$ cat src/rtl/instr_encoder.sv
// RV32I instruction encoder: validates symbolic commands and packs legal ones into
// 32-bit words queued in a DEPTH-entry output FIFO; rejected commands pulse err.
module instr_encoder #(
    parameter int unsigned DEPTH = 4
) (
    input  logic                     clk,
    input  logic                     rst,
    input  logic                     in_valid,
    output logic                     in_ready,
    input  logic [4:0]               op,
    input  logic [4:0]               rd,
    input  logic [4:0]               rs1,
    input  logic [4:0]               rs2,
    input  logic [31:0]              imm,
    output logic                     out_valid,
    input  logic                     out_ready,
    output logic [31:0]              iword,
    output logic                     err,
    output logic [7:0]               err_count,
    output logic [$clog2(DEPTH):0]   level
);
    localparam int unsigned AW = $clog2(DEPTH);
    localparam logic [AW:0] FullLvl = (AW + 1)'(DEPTH);

    logic [31:0]   word;
    logic          legal;
    logic [2:0]    f3;
    logic          alt;
    logic          imm12_ok;
    logic          imm13_ok;

    logic [31:0]   mem_q [DEPTH];
    logic [AW-1:0] wr_ptr_q, rd_ptr_q;
    logic [AW:0]   level_q, level_d;
    logic          err_q;
    logic [7:0]    err_count_q;
    logic          accept, push, pop;

    // Sign-extension checks: upper bits must all equal the sign bit of the field.
    assign imm12_ok = (&imm[31:11]) | ~(|imm[31:11]);
    assign imm13_ok = (&imm[31:12]) | ~(|imm[31:12]);

    always_comb begin
        word  = '0;
        legal = 1'b0;
        f3    = 3'b000;
        alt   = 1'b0;
        if (op <= 5'd7) begin
            case (op[2:0])
                3'd0, 3'd1: f3 = 3'b000;
                3'd2:       f3 = 3'b001;
                3'd3:       f3 = 3'b100;
                3'd4, 3'd5: f3 = 3'b101;
                3'd6:       f3 = 3'b110;
                default:    f3 = 3'b111;
            endcase
            alt   = (op == 5'd1) || (op == 5'd5);
            word  = {1'b0, alt, 5'b0, rs2, rs1, f3, rd, 7'b0110011};
            legal = 1'b1;
        end else if (op <= 5'd11) begin
            case (op)
                5'd8:    f3 = 3'b000;
                5'd9:    f3 = 3'b100;
                5'd10:   f3 = 3'b110;
                default: f3 = 3'b111;
            endcase
            word  = {imm[11:0], rs1, f3, rd, 7'b0010011};
            legal = imm12_ok;
        end else if (op <= 5'd14) begin
            f3    = (op == 5'd12) ? 3'b001 : 3'b101;
            alt   = (op == 5'd14);
            word  = {1'b0, alt, 5'b0, imm[4:0], rs1, f3, rd, 7'b0010011};
            legal = ~(|imm[31:5]);
        end else if (op == 5'd15) begin
            word  = {imm[11:0], rs1, 3'b010, rd, 7'b0000011};
            legal = imm12_ok;
        end else if (op == 5'd16) begin
            word  = {imm[11:5], rs2, rs1, 3'b010, imm[4:0], 7'b0100011};
            legal = imm12_ok;
        end else if (op <= 5'd22) begin
            case (op)
                5'd17:   f3 = 3'b000;
                5'd18:   f3 = 3'b001;
                5'd19:   f3 = 3'b100;
                5'd20:   f3 = 3'b101;
                5'd21:   f3 = 3'b110;
                default: f3 = 3'b111;
            endcase
            word  = {imm[12], imm[10:5], rs2, rs1, f3, imm[4:1], imm[11], 7'b1100011};
            legal = ~imm[0] & imm13_ok;
        end
    end

    assign in_ready  = (level_q != FullLvl);
    assign out_valid = (level_q != '0);
    assign accept    = in_valid & in_ready;
    assign push      = accept & legal;
    assign pop       = out_valid & out_ready;

    always_comb begin
        level_d = level_q;
        case ({push, pop})
            2'b10:   level_d = level_q + 1'b1;
            2'b01:   level_d = level_q - 1'b1;
            default: level_d = level_q;
        endcase
    end

    always_ff @(posedge clk or posedge rst) begin
        if (rst) begin
            for (int i = 0; i < DEPTH; i++) begin
                mem_q[i] <= '0;
            end
            wr_ptr_q    <= '0;
            rd_ptr_q    <= '0;
            level_q     <= '0;
            err_q       <= 1'b0;
            err_count_q <= '0;
        end else begin
            if (push) begin
                mem_q[wr_ptr_q] <= word;
                wr_ptr_q        <= wr_ptr_q + AW'(1);
            end
            if (pop) begin
                rd_ptr_q <= rd_ptr_q + AW'(1);
            end
            level_q <= level_d;
            err_q   <= accept & ~legal;
            if (accept && !legal && err_count_q != 8'hFF) begin
                err_count_q <= err_count_q + 8'd1;
            end
        end
    end

    // Empty FIFO shows 0 rather than a stale entry.
    assign iword     = out_valid ? mem_q[rd_ptr_q] : 32'h0;
    assign err       = err_q;
    assign err_count = err_count_q;
    assign level     = level_q;
endmodule

$ cat config.mk
export PLATFORM = sky130hd
export DESIGN_NAME = instr_encoder
export DESIGN_NICKNAME = d
export VERILOG_FILES = /design/src/rtl/instr_encoder.sv
export SDC_FILE = /design/constraint.sdc
export NUM_CORES = 1
export LEC_CHECK = 0
export BUFFER_PORTS_ARGS = -buffer_cell sky130_fd_sc_hd__buf_2
export CAP_MARGIN = 20
export CELL_PAD_IN_SITES_DETAIL_PLACEMENT = 0
export CELL_PAD_IN_SITES_GLOBAL_PLACEMENT = 1
export CORE_MARGIN = 2
export CORE_UTILIZATION = 46
export DETAILED_ROUTE_END_ITERATION = 8
export GPL_TIMING_DRIVEN = 0
export PLACE_DENSITY = 0.77
export SETUP_SLACK_MARGIN = 0.5
export SYNTH_ARGS = -nofsm -noshare
export SYNTH_HDL_FRONTEND = slang
export SYNTH_SLANG_ARGS = --single-unit
$ cat constraint.sdc
create_clock -name clk -period 5.61 [get_ports clk]
set_input_delay 0.8415 -clock clk [delete_from_list [all_inputs] [get_ports clk]]
set_output_delay 0.8415 -clock clk [all_outputs]
set_load 0.005 [all_outputs]
## Word level (Yosys, flattened, before mapping)

Cells that the tools add are included.

- Add/subtract/negate cells: 5
- $lt $le $gt $ge: 7
- Equal/unequal tests: 24
- Muxes and demuxes: 24
- Reductions and logical operators: 15
- Bitwise operators: 14

Operator list:

| kind | number |
|---|---|
| 32-bit two-way mux | 10 |
| 128-bit bitwise mux | 1 |
| 32-bit binary-select mux with 2-bit select | 1 |
| 32-bit demux with 2-bit select | 1 |
| 5-bit by 4-bit equality test with 1-bit output (second input constant) | 6 |
| 5-bit equality test (second input constant) | 6 |
| 3-bit one-hot mux with 5 select lines | 2 |
| 27-bit OR reduction | 1 |
| 21-bit AND reduction | 1 |
| 21-bit OR reduction | 1 |
| 20-bit AND reduction | 1 |
| 20-bit OR reduction | 1 |
| 5-bit by 4-bit <= comparator with 1-bit output (second input constant) | 2 |
| 3-bit equality test (second input constant) | 3 |
| 3-bit one-hot mux with 3 select lines | 1 |
| 8-bit by 1-bit adder with 8-bit output (second input constant) | 1 |
| 8-bit != test (second input constant) | 1 |
| 3-bit by 2-bit equality test with 1-bit output (second input constant) | 2 |
| 3-bit greater-or-equal comparator (second input constant) | 2 |
| 1-bit two-way mux | 6 |
| 2-bit NOT with 3-bit output | 2 |
| 3-bit one-hot mux with 2 select lines | 1 |
| 1-bit AND | 5 |
| 5-bit by 1-bit equality test with 1-bit output (second input constant) | 1 |
| other kinds (21) | 30 |

- Word-level logic and storage cells: 98
- Register bits after elaboration: 144
- Output and inout port bits: 46

## Depth between registers and ports, before layout

Gate-level depths: netlist (run 1).

- Word-level depth: 13
- Gate-level depth with buffers: 15

## Worst setup path after synthesis (run 1)

Ideal clock, no wire load.

- Kind: input port to flip-flop
- From: in op[2]
- To: reg level_q[2] (netlist: level[2])
- Required time: 5.485 ns
- Buffers on the path: 3
- Arrival time: 3.433 ns
- Stages: 15
- Slack: 2.052 ns
- Cells stage by stage: buf_2 and3_1 clkbuf_2 a22oi_1 o211ai_1 a221o_1 o22ai_4 buf_4 inv_1 ha_1 inv_1 fa_1 xor2_1 nor2_1 xor2_1

- Longest elaborated chain between the ends: 10

RTL lines:

| element | RTL line | text |
|---|---|---|
| start, declared | 10 | `input logic [4:0] op,` |
| 5-bit <= comparator | 80 | `end else if (op <= 5'd22) begin` |
| 1-bit two-way mux | 80 |  |
| 1-bit two-way mux | 77 | `end else if (op == 5'd16) begin` |
| 1-bit two-way mux | 74 | `end else if (op == 5'd15) begin` |
| 1-bit two-way mux | 69 | `end else if (op <= 5'd14) begin` |
| 1-bit two-way mux | 60 | `end else if (op <= 5'd11) begin` |
| 1-bit two-way mux (*) | 48 | `if (op <= 5'd7) begin` |
| 1-bit AND (*) | 97 | `assign push = accept & legal;` |
| 2-bit by 1-bit equality test with 1-bit output / 2-bit equality test (equally long branches) | 102 | `case ({push, pop})` |
| 3-bit one-hot mux with 2 select lines / 2-bit nonzero test (equally long branches) | - |  |
| end signal, assigned | 127 | `level_q <= level_d;` |
| end, declared | 34 | `logic [AW:0] level_q, level_d;` |

Every way passes the cells marked *; elsewhere a longest branch is shown, timed or not.
A chain may end at the register's enable or synchronous reset.

## Worst setup path in the final report (run 1)

- From: in op[3]
- To: reg level_q[2] (netlist: level[2])

Same word-level chain as after synthesis.

==> qor.csv, run 1 <==
stage;metric;value;unit
outcome;status;completed;
detailed_routing;DR vias/cell;5.702;
synthesis;main flop type after synthesis;dfrtp_1;
setup_path;WP data arrival;4.14;ns
synthesis;Async SR Flop Fraction;1.000;
floorplan;Core Area;14420;um2
setup_path;Max stage delay on crit path;0.60;ns
global_routing;largest net degree at the start of global routing;107;
finish;Antenna diodes;0;
cts;cts hold-fix bufs;0;
setup_path;CP cell instances;clkbuf_1, nor2b_1, a22oi_1, a21boi_0, a221o_1, o22ai_4, buf_4, inv_1, ha_1, inv_1, fa_1, xor2_1, nor2_1, xor2_1;
cts;clk root buf;clkbuf_16;
finish;Layout Nets;699;
cts;Clk pin slew, worst setup/hold paths;0.05;ns
finish;most frequent cells in the layout;dfrtp_1, buf_2, mux2_2;
synthesis;complex-gate fraction of the synthesized area;0.06927;
worst_hold_path;type of the worst min-delay path;in2async;
timing;RSZ-0062 raised after global routing;false;
timing;clk_skew;0.008734;ns
floorplan;Die Y;125.0;um
finish;proportion of layout cells with a drive suffix above 1;0.4129;
synthesis;Seq/Total Area, Yosys;0.4903;
detailed_routing;post-route ant nets;0;
cts;clk sink count;132;
cts;Max clock buf depth;2;
setup_path;critical path class;in2reg;
placed_design;Area after DPL;7485;um2
synthesis;Syn Std Cell Area;6738;um2
synthesis;synth unique cells;49;
floorplan;initial core utilization;0.4671;
cts;CTS H-tree lvls;4;
finish;fin area;8069;um2
synthesis;yosys synthesis warning count;0;
synthesis;mux cell area share after synthesis;0.2637;
detailed_routing;number of detailed-route iterations in the first pass;4;
timing;Slew @ Worst Pin;1.020;ns
detailed_routing;DR WL/cell;19.15;um
synthesis;Seq cells post-synth;132;
timing;Tcrit/Tclk final;0.6864;
timing;Final min period;3.851;ns
cts;PostCTS Resize Cnt;0;
placed_design;# port buffers;96;
detailed_routing;routed wire length;15.95;mm
setup_path;CP Capture Type;flip-flop;
setup_path;Slowest-stage cell, CP;nor2b_1;
timing;TNS Setup;0;ns
timing;f_max;259.7;MHz
finish;final cell count without fillers;833;
cts;CTS tree;built;
global_routing;Remaining Overflow, GRT;0;
setup_path;reg2reg end;level[2];
floorplan;Core Rows;44;
power_and_ir_drop;maximum VDD drop;0.2293;mV
setup_path;startpoint class of the critical path;input pin;
placed_design;placed insts;801;
global_routing;antenna violations before repair;0;
cts;cts bufs inserted;17;
cts;Skew-Pair Late Insertion Delay;0.41;ns
setup_path;crit-path max FO;10;
synthesis;EDFF count, synth;0;
synthesis;Post-Synth Adder-Cell Area;0.01411;
detailed_routing;First DRT Iteration DRCs;186;
timing;final setup fails;0;
global_routing;first-pass GRT wire length;26.09;mm
placed_design;GPL Wtd Cong;0.8402;
timing;final max-slew violation count;0;
synthesis;Syn Area/Cell;12.98;um2
detailed_routing;drc violations;0;
setup_path;cell count of the worst reg-to-reg path;13;
global_routing;Global Route Usage Sum;0.2137;
setup_path;Critical R2R Launch;level[0];
power_and_ir_drop;Leak;0.003842;uW
job;max-capacitance violation count;0;
setup_path;Crit path required time;5.90;ns
timing;Hold Fails Final Rpt;0;
floorplan;num ports;102;
synthesis;Synth Area in XOR/XNOR;0.01820;
synthesis;simple-gate share of the synthesized area;0.1055;
finish;most common cell after layout, fill and taps aside;dfrtp_1;
synthesis;combinational family with the most area after synthesis;multiplexers;
floorplan;Total Die Area;15630;um2
timing;Max-slew headroom;0.3201;
power_and_ir_drop;PwrDens;522.9;nW/um2
floorplan;die extent in x;125.0;um
cts;Post-CTS Setup Bufs;0;
finish;area delta synth->final;19.76;%
global_routing;vias in the first global route;4932;
synthesis;Synth Instances;519;
placed_design;DP HPWL;11.44;mm
setup_path;R2R Setup Slk;2.92;ns
detailed_routing;total number of vias;4750;
## power breakdown
part,total [uW],switching (uW),internal [uW]
Combinational,1550,652,901
Clock,1060,385,676
Sequential,1600,232,1370
## how the worst max path moves through the flow
stage,startpoint,end,slack (ns),cells past startpoint
4_1_cts,op[3],level[2],1.86,14
2_1_floorplan,rst,err,1.24,1
5_1_grt,op[3],level[2],1.59,14
3_5_place_dp,op[3],level[2],1.44,14
3_3_place_gp,rst,mem_q[73],0.04,2
6_report,op[3],level[2],1.76,14
## sequential cells by signal (all words and copies together) (netlist names)
signal     flops
err            1
level          3
mem_q        116
wr_ptr_q       2
err_count      8
rd_ptr_q       2
## per-layer routing
metal,global-route usage,routed length [um],up-vias
met5,0,0,-
met4,0.06275,214,0
met3,0.05563,980,20
met2,0.3341,7456,164
met1,0.2973,7298,2418
li1,-,-,2148
## synth_stat cells (all sizes together) (4+ instances only)
cell / count / area share
nor2: 8 / 0.0048
ha: 6 / 0.011
a22o: 16 / 0.021
inv: 15 / 0.0084
and3: 4 / 0.0037
nand2: 21 / 0.016
clkbuf: 12 / 0.0069
a21oi: 20 / 0.015
xnor2: 5 / 0.0065
buf: 20 / 0.023
o21ai: 11 / 0.0082
nand4: 6 / 0.0056
mux4: 29 / 0.097
nand2b: 4 / 0.0037
mux2: 98 / 0.16
nand3: 10 / 0.0074
dfrtp: 132 / 0.49
and2: 44 / 0.041
xor2: 9 / 0.012
nor3: 8 / 0.0059
nor4: 7 / 0.0065
## kinds of logic after synthesis
logic type | Yosys count
and+or+nand+nor | 122
buffers and inverters | 48
DFF | 132
other | 1
adders and majority gates | 7
AOI/OAI and AO/OA | 66
muxes | 129
xor gates and xnor gates | 14
## cell type report
cell class              count  area, um2
well taps                 184      230.2
clock inverters             8      72.57
inverters                  16      65.06
plain buffers              32      198.9
flip-flops and latches    132       3303
multi-input cells         340       3179
clock buffers              24      511.7
fillers                  1212       6355
repair buffers             97      508.0
## worst max-delay path: cells and delay by family
family          cells  cell delay (ns)
simple gates        2             0.66
fa+ha+maj           2             0.41
buf+inv             4             0.74
xor+xnor            2             0.29
compound gates      4             1.20
## through the flow
step / worst slack (ns) / total power (uW) / util / hold slack, ns
final: 1.759 / 4219 / 0.5594 / 0.3846
after global routing: 1.595 / 4501 / 0.5594 / 0.3994
after CTS: 1.865 / 4273 / 0.5594 / 0.3834
after detailed placement: 1.444 / 3191 / 0.5189 / 0.4476
after global placement: 0.03668 / 3108 / 0.5167 / 0.4449
after floorplan: 1.242 / 2656 / - / 0.4287
(Power assumes the default switching activity.)
==> inputs of run 2 (changes only) <==
--- a/config.mk
+++ b/config.mk
@@ -5,15 +5,16 @@
 export SDC_FILE = /design/constraint.sdc
 export NUM_CORES = 1
 export LEC_CHECK = 0
+export ABC_AREA = 1
 export BUFFER_PORTS_ARGS = -buffer_cell sky130_fd_sc_hd__buf_2
 export CAP_MARGIN = 20
 export CELL_PAD_IN_SITES_DETAIL_PLACEMENT = 0
 export CELL_PAD_IN_SITES_GLOBAL_PLACEMENT = 1
 export CORE_MARGIN = 2
-export CORE_UTILIZATION = 46
+export CORE_UTILIZATION = 42
 export DETAILED_ROUTE_END_ITERATION = 8
 export GPL_TIMING_DRIVEN = 0
-export PLACE_DENSITY = 0.77
+export PLACE_DENSITY = 0.78
 export SETUP_SLACK_MARGIN = 0.5
 export SYNTH_ARGS = -nofsm -noshare
 export SYNTH_HDL_FRONTEND = slang
==> constraint.sdc (replaced) <==
create_clock -name clk -period 3.7 [get_ports clk]
set_input_delay 0.555 -clock clk [delete_from_list [all_inputs] [get_ports clk]]
set_output_delay 0.555 -clock clk [all_outputs]
set_load 0.005 [all_outputs]
==> qor.csv, run 2 <==
stage;metric;value;unit;change
synthesis;simple-gate share of the synthesized area;0.3731;;+0.2677
synthesis;Post-Synth Adder-Cell Area;0.01276;;-0.001351
detailed_routing;number of detailed-route iterations in the first pass;6;;+2
timing;final worst setup slack;0.5897;ns;-1.170 ns
floorplan;Die Y;137.2;um;+9.7%
floorplan;Core Area;17300;um2;+20%
timing;Slew @ Worst Pin;0.9645;ns;-0.05532 ns
synthesis;most numerous cell in the Yosys netlist;nand2_1;;
global_routing;first-pass GRT wire length;40.81;mm;+56%
timing;RSZ-0062 raised after global routing;false;;
synthesis;Seq/Total Area, Yosys;0.4433;;-0.04693
detailed_routing;DR vias/cell;5.538;;-2.9%
detailed_routing;total number of vias;7648;;+61%
timing;Max-slew headroom;0.3502;;+0.03009
synthesis;complex-gate fraction of the synthesized area;0.08060;;+0.01134
synthesis;yosys synthesis warning count;0;;unchanged
setup_path;family with the most delay on the worst path;buffers and inverters;;
cts;clk sink count;132;;unchanged
setup_path;Critical R2R Launch;level[0];;
power_and_ir_drop;total power;7441;uW;+76%
cts;Skew-Pair Late Insertion Delay;0.43;ns;+0.02 ns
timing;TNS Setup;0;ns;unchanged
finish;area delta synth->final;20.20;%;
finish;proportion of layout cells with a drive suffix above 1;0.1593;;-0.2536
synthesis;combinational family with the most area after synthesis;simple AND/OR/NAND/NOR gates;;
synthesis;area leader, netlist;dfrtp_1;;
setup_path;critical path class;reg2out;;
finish;number of flip-flops under the largest register name;116;;unchanged
floorplan;initial core utilization;0.4308;;-0.03635
placed_design;Place WS;0.4494;ns;-0.9947 ns
synthesis;Synth area leaders;dfrtp_1, nand2_1, nand4_1, nor2_1, o21ai_0;;
placed_design;DP HPWL;18.74;mm;+64%
cts;Max clock buf depth;2;;unchanged
power_and_ir_drop;maximum VDD drop;0.4688;mV;+100%
cts;CTS H-tree lvls;4;;unchanged
global_routing;Remaining Overflow, GRT;0;;unchanged
setup_path;crit-path max FO;10;;unchanged
power_and_ir_drop;Leak;0.004670;uW;+22%
finish;Largest Register;mem_q;;
synthesis;mux cell area share after synthesis;0;;-0.2637
timing;f_max;321.5;MHz;
setup_path;Max stage delay on crit path;0.51;ns;-0.09 ns
setup_path;Crit path required time;3.14;ns;-2.76 ns
setup_path;CP Capture Type;output port;;
cts;Clk pin slew, worst setup/hold paths;0.06;ns;about the same
cts;Post-CTS Setup Bufs;0;;unchanged
synthesis;Syn Area/Cell;7.305;um2;-44%
global_routing;largest net degree at the start of global routing;40;;-63%
synthesis;top cells by count, synth;nand2_1, nor2_1, dfrtp_1;;
setup_path;critical path buffer and inverter count;3;;-1
finish;area of the multi-input gates;3567;um2;+12%
floorplan;num ports;102;;unchanged
synthesis;Synth Area in XOR/XNOR;0.01058;;-0.007619
cts;cts hold-fix bufs;0;;unchanged
detailed_routing;First DRT Iteration DRCs;684;;+270%
timing;final setup fails;0;;unchanged
detailed_routing;post-route ant nets;0;;unchanged
timing;Final min period;3.110;ns;
cts;CTS tree;built;;
finish;most frequent cells in the layout;nand2_1, nor2_1, dfrtp_1;;
finish;register area;3303;um2;unchanged
finish;most common cell after layout, fill and taps aside;nand2_1;;
power_and_ir_drop;PwrDens;830.8;nW/um2;+59%
synthesis;main flop type after synthesis;dfrtp_1;;
cts;cts bufs inserted;17;;unchanged
global_routing;vias in the first global route;7287;;+48%
global_routing;antenna violations before repair;1;;+1
synthesis;Async SR Flop Fraction;1.000;;unchanged
cts;clk root buf;clkbuf_16;;
finish;Layout Nets;1205;;+72%
floorplan;Core Rows;48;;+9.1%
placed_design;# port buffers;98;;+2.1%
setup_path;WP data arrival;2.56;ns;-1.58 ns
global_routing;Global Route Usage Sum;0.2935;;+0.07976
setup_path;CP cell instances;nor3_2, clkbuf_2, clkbuf_1, a21oi_1, buf_2;;
setup_path;Setup crit start;level[0];;
floorplan;die extent in x;137.2;um;+9.7%
detailed_routing;DR WL/cell;19.05;um;-0.53%
timing;Tcrit/Tclk final;0.8406;;
setup_path;startpoint class of the critical path;flip-flop;;
setup_path;Slowest-stage cell, CP;clkbuf_1;;
floorplan;Total Die Area;18820;um2;+20%
timing;Hold Fails Final Rpt;0;;unchanged
outcome;status;completed;;
synthesis;Syn Std Cell Area;7451;um2;+11%
worst_hold_path;type of the worst min-delay path;in2async;;
timing;final max-slew violation count;0;;unchanged
placed_design;GPL Wtd Cong;0.8644;;+2.9%
finish;filler cell count;1780;;+47%
synthesis;Seq cells post-synth;132;;unchanged
timing;clk_skew;0.01169;ns;+0.002955 ns
job;max-capacitance violation count;0;;unchanged
detailed_routing;drc violations;0;;unchanged
synthesis;synth unique cells;32;;-35%
synthesis;EDFF count, synth;0;;unchanged
synthesis;Synth Instances;1020;;+97%
detailed_routing;routed wire length;26.31;mm;+65%
synthesis;post-synth top area share;0.4433;;-0.04693
## run 2: through the flow
step	cells	hold WS, ns	utilization	instance area [um2]
6_report	1381	0.1650	0.5178	8956
5_1_grt	1380	0.1961	0.5177	8954
4_1_cts	1380	0.1722	0.5175	8951
3_5_place_dp	1348	0.4393	0.4805	8310
3_3_place_gp	1344	0.4366	0.4758	8230
2_1_floorplan	1021	0.4219	-	7458
## run 2: repair_timing
item / in CTS / in global routing
endpoints found under the setup margin: 12 / 5
gates cloned: 0 / 0
gates resized for setup: 3 / 4
endpoints found under the hold margin: 0 / 0
## run 2: area by class of cell
| type | instances | share of cell area |
|---|---|---|
| diodes | 1 | 0.0002794 |
| multi-input cells | 764 | 0.3983 |
| inverters | 47 | 0.02040 |
| plain buffers | 78 | 0.04638 |
| clock buffers | 20 | 0.05099 |
| repair buffers | 102 | 0.06370 |
| flip-flops and latches | 132 | 0.3688 |
| well taps | 225 | 0.03143 |
| clock inverters | 12 | 0.01970 |
## run 2: final timing paths
check	to	slack, ns	cells past startpoint
worst min-delay path	mem_q[70]	0.17	2
worst max register to register	level[2]	1.22	13
max in group asynchronous	mem_q[23]	2.60	5
worst max-delay path	iword[14]	0.59	5
worst min register to register	mem_q[65]	0.46	2
min in group clk	err	0.37	3
## run 2: where the power goes
part	total (uW)	internal, uW	leakage [uW]	switching [uW]
sequential	2430	2070	0.00169	361
clock	1840	1160	0.000307	672
combinational	3180	1080	0.00267	2100
total	7440	4310	0.00467	3130
## run 2: kinds of logic after synthesis
family,count (synthesis)
flops,132
xor+xnor,9
compound gates,114
other cells,1
simple gates,632
buf+inv,125
fa+ha+maj,7
## run 2: layer usage
layer	GRT usage	vias up	wire length, um
met3	0.05224	51	1718
met2	0.4707	283	12390
li1	-	3635	-
met1	0.3914	3679	11390
met5	0	-	0
met4	0.1237	0	801
==> inputs of run 3 (changes only) <==
--- a/config.mk
+++ b/config.mk
@@ -11,10 +11,10 @@
 export CELL_PAD_IN_SITES_DETAIL_PLACEMENT = 0
 export CELL_PAD_IN_SITES_GLOBAL_PLACEMENT = 1
 export CORE_MARGIN = 2
-export CORE_UTILIZATION = 42
+export CORE_UTILIZATION = 38
 export DETAILED_ROUTE_END_ITERATION = 8
 export GPL_TIMING_DRIVEN = 0
-export PLACE_DENSITY = 0.78
+export PLACE_DENSITY = 0.74
 export SETUP_SLACK_MARGIN = 0.5
 export SYNTH_ARGS = -nofsm -noshare
 export SYNTH_HDL_FRONTEND = slang
==> constraint.sdc (replaced) <==
create_clock -name clk -period 2.7 [get_ports clk]
set_input_delay 0.405 -clock clk [delete_from_list [all_inputs] [get_ports clk]]
set_output_delay 0.405 -clock clk [all_outputs]
set_load 0.005 [all_outputs]
==> qor.csv, run 3 (synthesis gave the netlist of run 2 again) <==
stage;metric;value;unit;change
outcome;status;completed;;
finish;area delta synth->final;29.97;%;
timing;final setup fails;0;;unchanged
global_routing;Global Route Usage Sum;0.2676;;-0.02582
finish;Antenna diodes;0;;-1
timing;Slew @ Worst Pin;0.7049;ns;-0.2597 ns
timing;f_max;448.8;MHz;
finish;Largest Register;mem_q;;
finish;filler cell count;1976;;+11%
setup_path;critical path class;reg2out;;
timing;Tcrit/Tclk final;0.8253;;
job;max-capacitance violation count;0;;unchanged
floorplan;Total Die Area;20740;um2;+10%
timing;TNS Setup;0;ns;unchanged
cts;Skew-Pair Late Insertion Delay;0.42;ns;about the same
finish;number of flip-flops under the largest register name;116;;unchanged
global_routing;met2 Usage GRT;0.4366;;-0.03411
global_routing;largest net degree at the start of global routing;40;;unchanged
cts;CTS tree;built;;
global_routing;vias in the first global route;7288;;+0.014%
setup_path;crit-path max FO;5;;-5
worst_hold_path;type of the worst min-delay path;in2async;;
floorplan;Core Rows;51;;+6.3%
cts;Max clock buf depth;2;;unchanged
setup_path;Crit path required time;2.30;ns;-0.84 ns
global_routing;antenna violations before repair;0;;-1
finish;most frequent cells in the layout;nand2_1, nor2_1, dfrtp_1;;
setup_path;cell count of the worst reg-to-reg path;5;;-8
timing;final max-slew violation count;0;;unchanged
floorplan;die extent in x;144.0;um;+5.0%
detailed_routing;DR vias/cell;5.264;;-5.0%
detailed_routing;total number of vias;7622;;-0.34%
cts;Clk pin slew, worst setup/hold paths;0.06;ns;about the same
global_routing;first-pass GRT wire length;41.57;mm;+1.8%
setup_path;reg2reg end;mem_q[24];;
floorplan;Core Area;19330;um2;+12%
finish;final cell count without fillers;1448;;+4.9%
placed_design;GPL Wtd Cong;0.8358;;-3.3%
setup_path;WP data arrival;1.82;ns;-0.74 ns
detailed_routing;routed wire length;26.91;mm;+2.3%
cts;clk root buf;clkbuf_16;;
setup_path;CP Capture Type;output port;;
setup_path;R2R Setup Slk;0.57;ns;-0.65 ns
timing;RSZ-0062 raised after global routing;true;;
global_routing;Remaining Overflow, GRT;0;;unchanged
detailed_routing;DR WL/cell;18.58;um;-2.5%
detailed_routing;drc violations;0;;unchanged
placed_design;# port buffers;98;;unchanged
global_routing;met3 usage;0.04437;;-0.007873
timing;clk_skew;0.006044;ns;-0.005646 ns
floorplan;num ports;102;;unchanged
finish;Layout Nets;1238;;+2.7%
power_and_ir_drop;maximum VDD drop;0.5594;mV;+19%
timing;Final min period;2.228;ns;
cts;clk sink count;132;;unchanged
global_routing;global routing's busiest layer;met2;;
cts;CTS H-tree lvls;4;;unchanged
timing;Hold Fails Final Rpt;0;;unchanged
finish;Util after Layout;0.5009;;-0.01692
setup_path;Critical R2R Launch;wr_ptr_q[1];;
finish;most common cell after layout, fill and taps aside;nand2_1;;
detailed_routing;number of detailed-route iterations in the first pass;5;;-1
floorplan;initial core utilization;0.3854;;-0.04541
setup_path;crit path capture;iword[1];;
placed_design;placed insts;1387;;+2.9%
cts;cts bufs inserted;17;;unchanged
floorplan;Die Y;144.0;um;+5.0%
detailed_routing;First DRT Iteration DRCs;652;;-4.7%
setup_path;Setup crit start;rd_ptr_q[0];;
timing;Max-slew headroom;0.5301;;+0.1799
power_and_ir_drop;PwrDens;1109;nW/um2;+34%
finish;proportion of layout cells with a drive suffix above 1;0.2291;;+0.06977
detailed_routing;post-route ant nets;0;;unchanged
setup_path;startpoint class of the critical path;flip-flop;;
placed_design;DP HPWL;18.84;mm;+0.50%
power_and_ir_drop;Leak;0.004970;uW;+6.4%
global_routing;grt met1 use;0.3696;;-0.02185
run 3: changes by cell type in the layout (fill, tap and decap cells not counted), sizes merged, moves of 2 or more:
cell    previous run  this run
clkbuf            60        57
buf              140       178
bufinv             4         1
inv               47        45
run 3: repair_timing:
| item | in CTS | in global routing |
|---|---|---|
| gates resized for setup | 90 | 80 |
| buffers inserted | 18 | 13 |
| hold buffers | 0 | 0 |
| setup endpoints to repair | 43 | 56 |
| pin swaps | 13 | 28 |
| cloned | 1 | 2 |
run 3: per-layer routing:
metal,share of wire,vias up
met5,0,-
met4,0.017,0
met3,0.049,39
met2,0.47,227
li1,-,3692
met1,0.46,3664
run 3: power breakdown:
part	internal, uW	switching, uW
Clock	1290	854
Sequential	2840	519
Combinational	2170	3080
Total	6290	4450
run 3: area by class of cell:
class / count / area [um2] / area share
buffer: 78 / 679.4 / 0.07016
clock buffer: 22 / 464.2 / 0.04793
clock inverter: 5 / 56.30 / 0.005814
inverter: 47 / 197.7 / 0.02041
multi-input combinational: 764 / 3772 / 0.3895
sequential: 132 / 3307 / 0.3415
tap: 265 / 331.6 / 0.03424
timing repair buffer: 135 / 875.8 / 0.09044
run 3: stage by stage:
stage / power (uW) / worst slack, ns / hold slack [ns] / instance area (um2)
4_1_cts: 10350 / 0.4515 / 0.08349 / 9390
3_5_place_dp: 7645 / -0.2372 / 0.4405 / 8381
5_1_grt: 11510 / 0.4191 / 0.1046 / 9684
2_1_floorplan: 5944 / 0.2777 / 0.4219 / 7498
6_report: 10740 / 0.4718 / 0.06412 / 9684
3_3_place_gp: 7575 / -0.3806 / 0.4378 / 8320
run 3: worst min-delay path by stage:
stage | to | slack [ns] | cells past startpoint
after floorplan | mem_q[33] | 0.42 | 2
after global placement | mem_q[65] | 0.44 | 2
after detailed placement | mem_q[65] | 0.44 | 2
after CTS | mem_q[103] | 0.08 | 2
after global routing | mem_q[72] | 0.10 | 2
final | mem_q[68] | 0.06 | 2
run 3: worst max-delay path, stage by stage, from the launching register on:
cell and delay, ns:
dfrtp_1 0.38, buf_8 0.14, clkbuf_16 0.14, clkbuf_16 0.15, a21oi_4 0.12, o21ai_2 0.09, a21oi_4 0.18, buf_6 0.11
buf_6 0.08
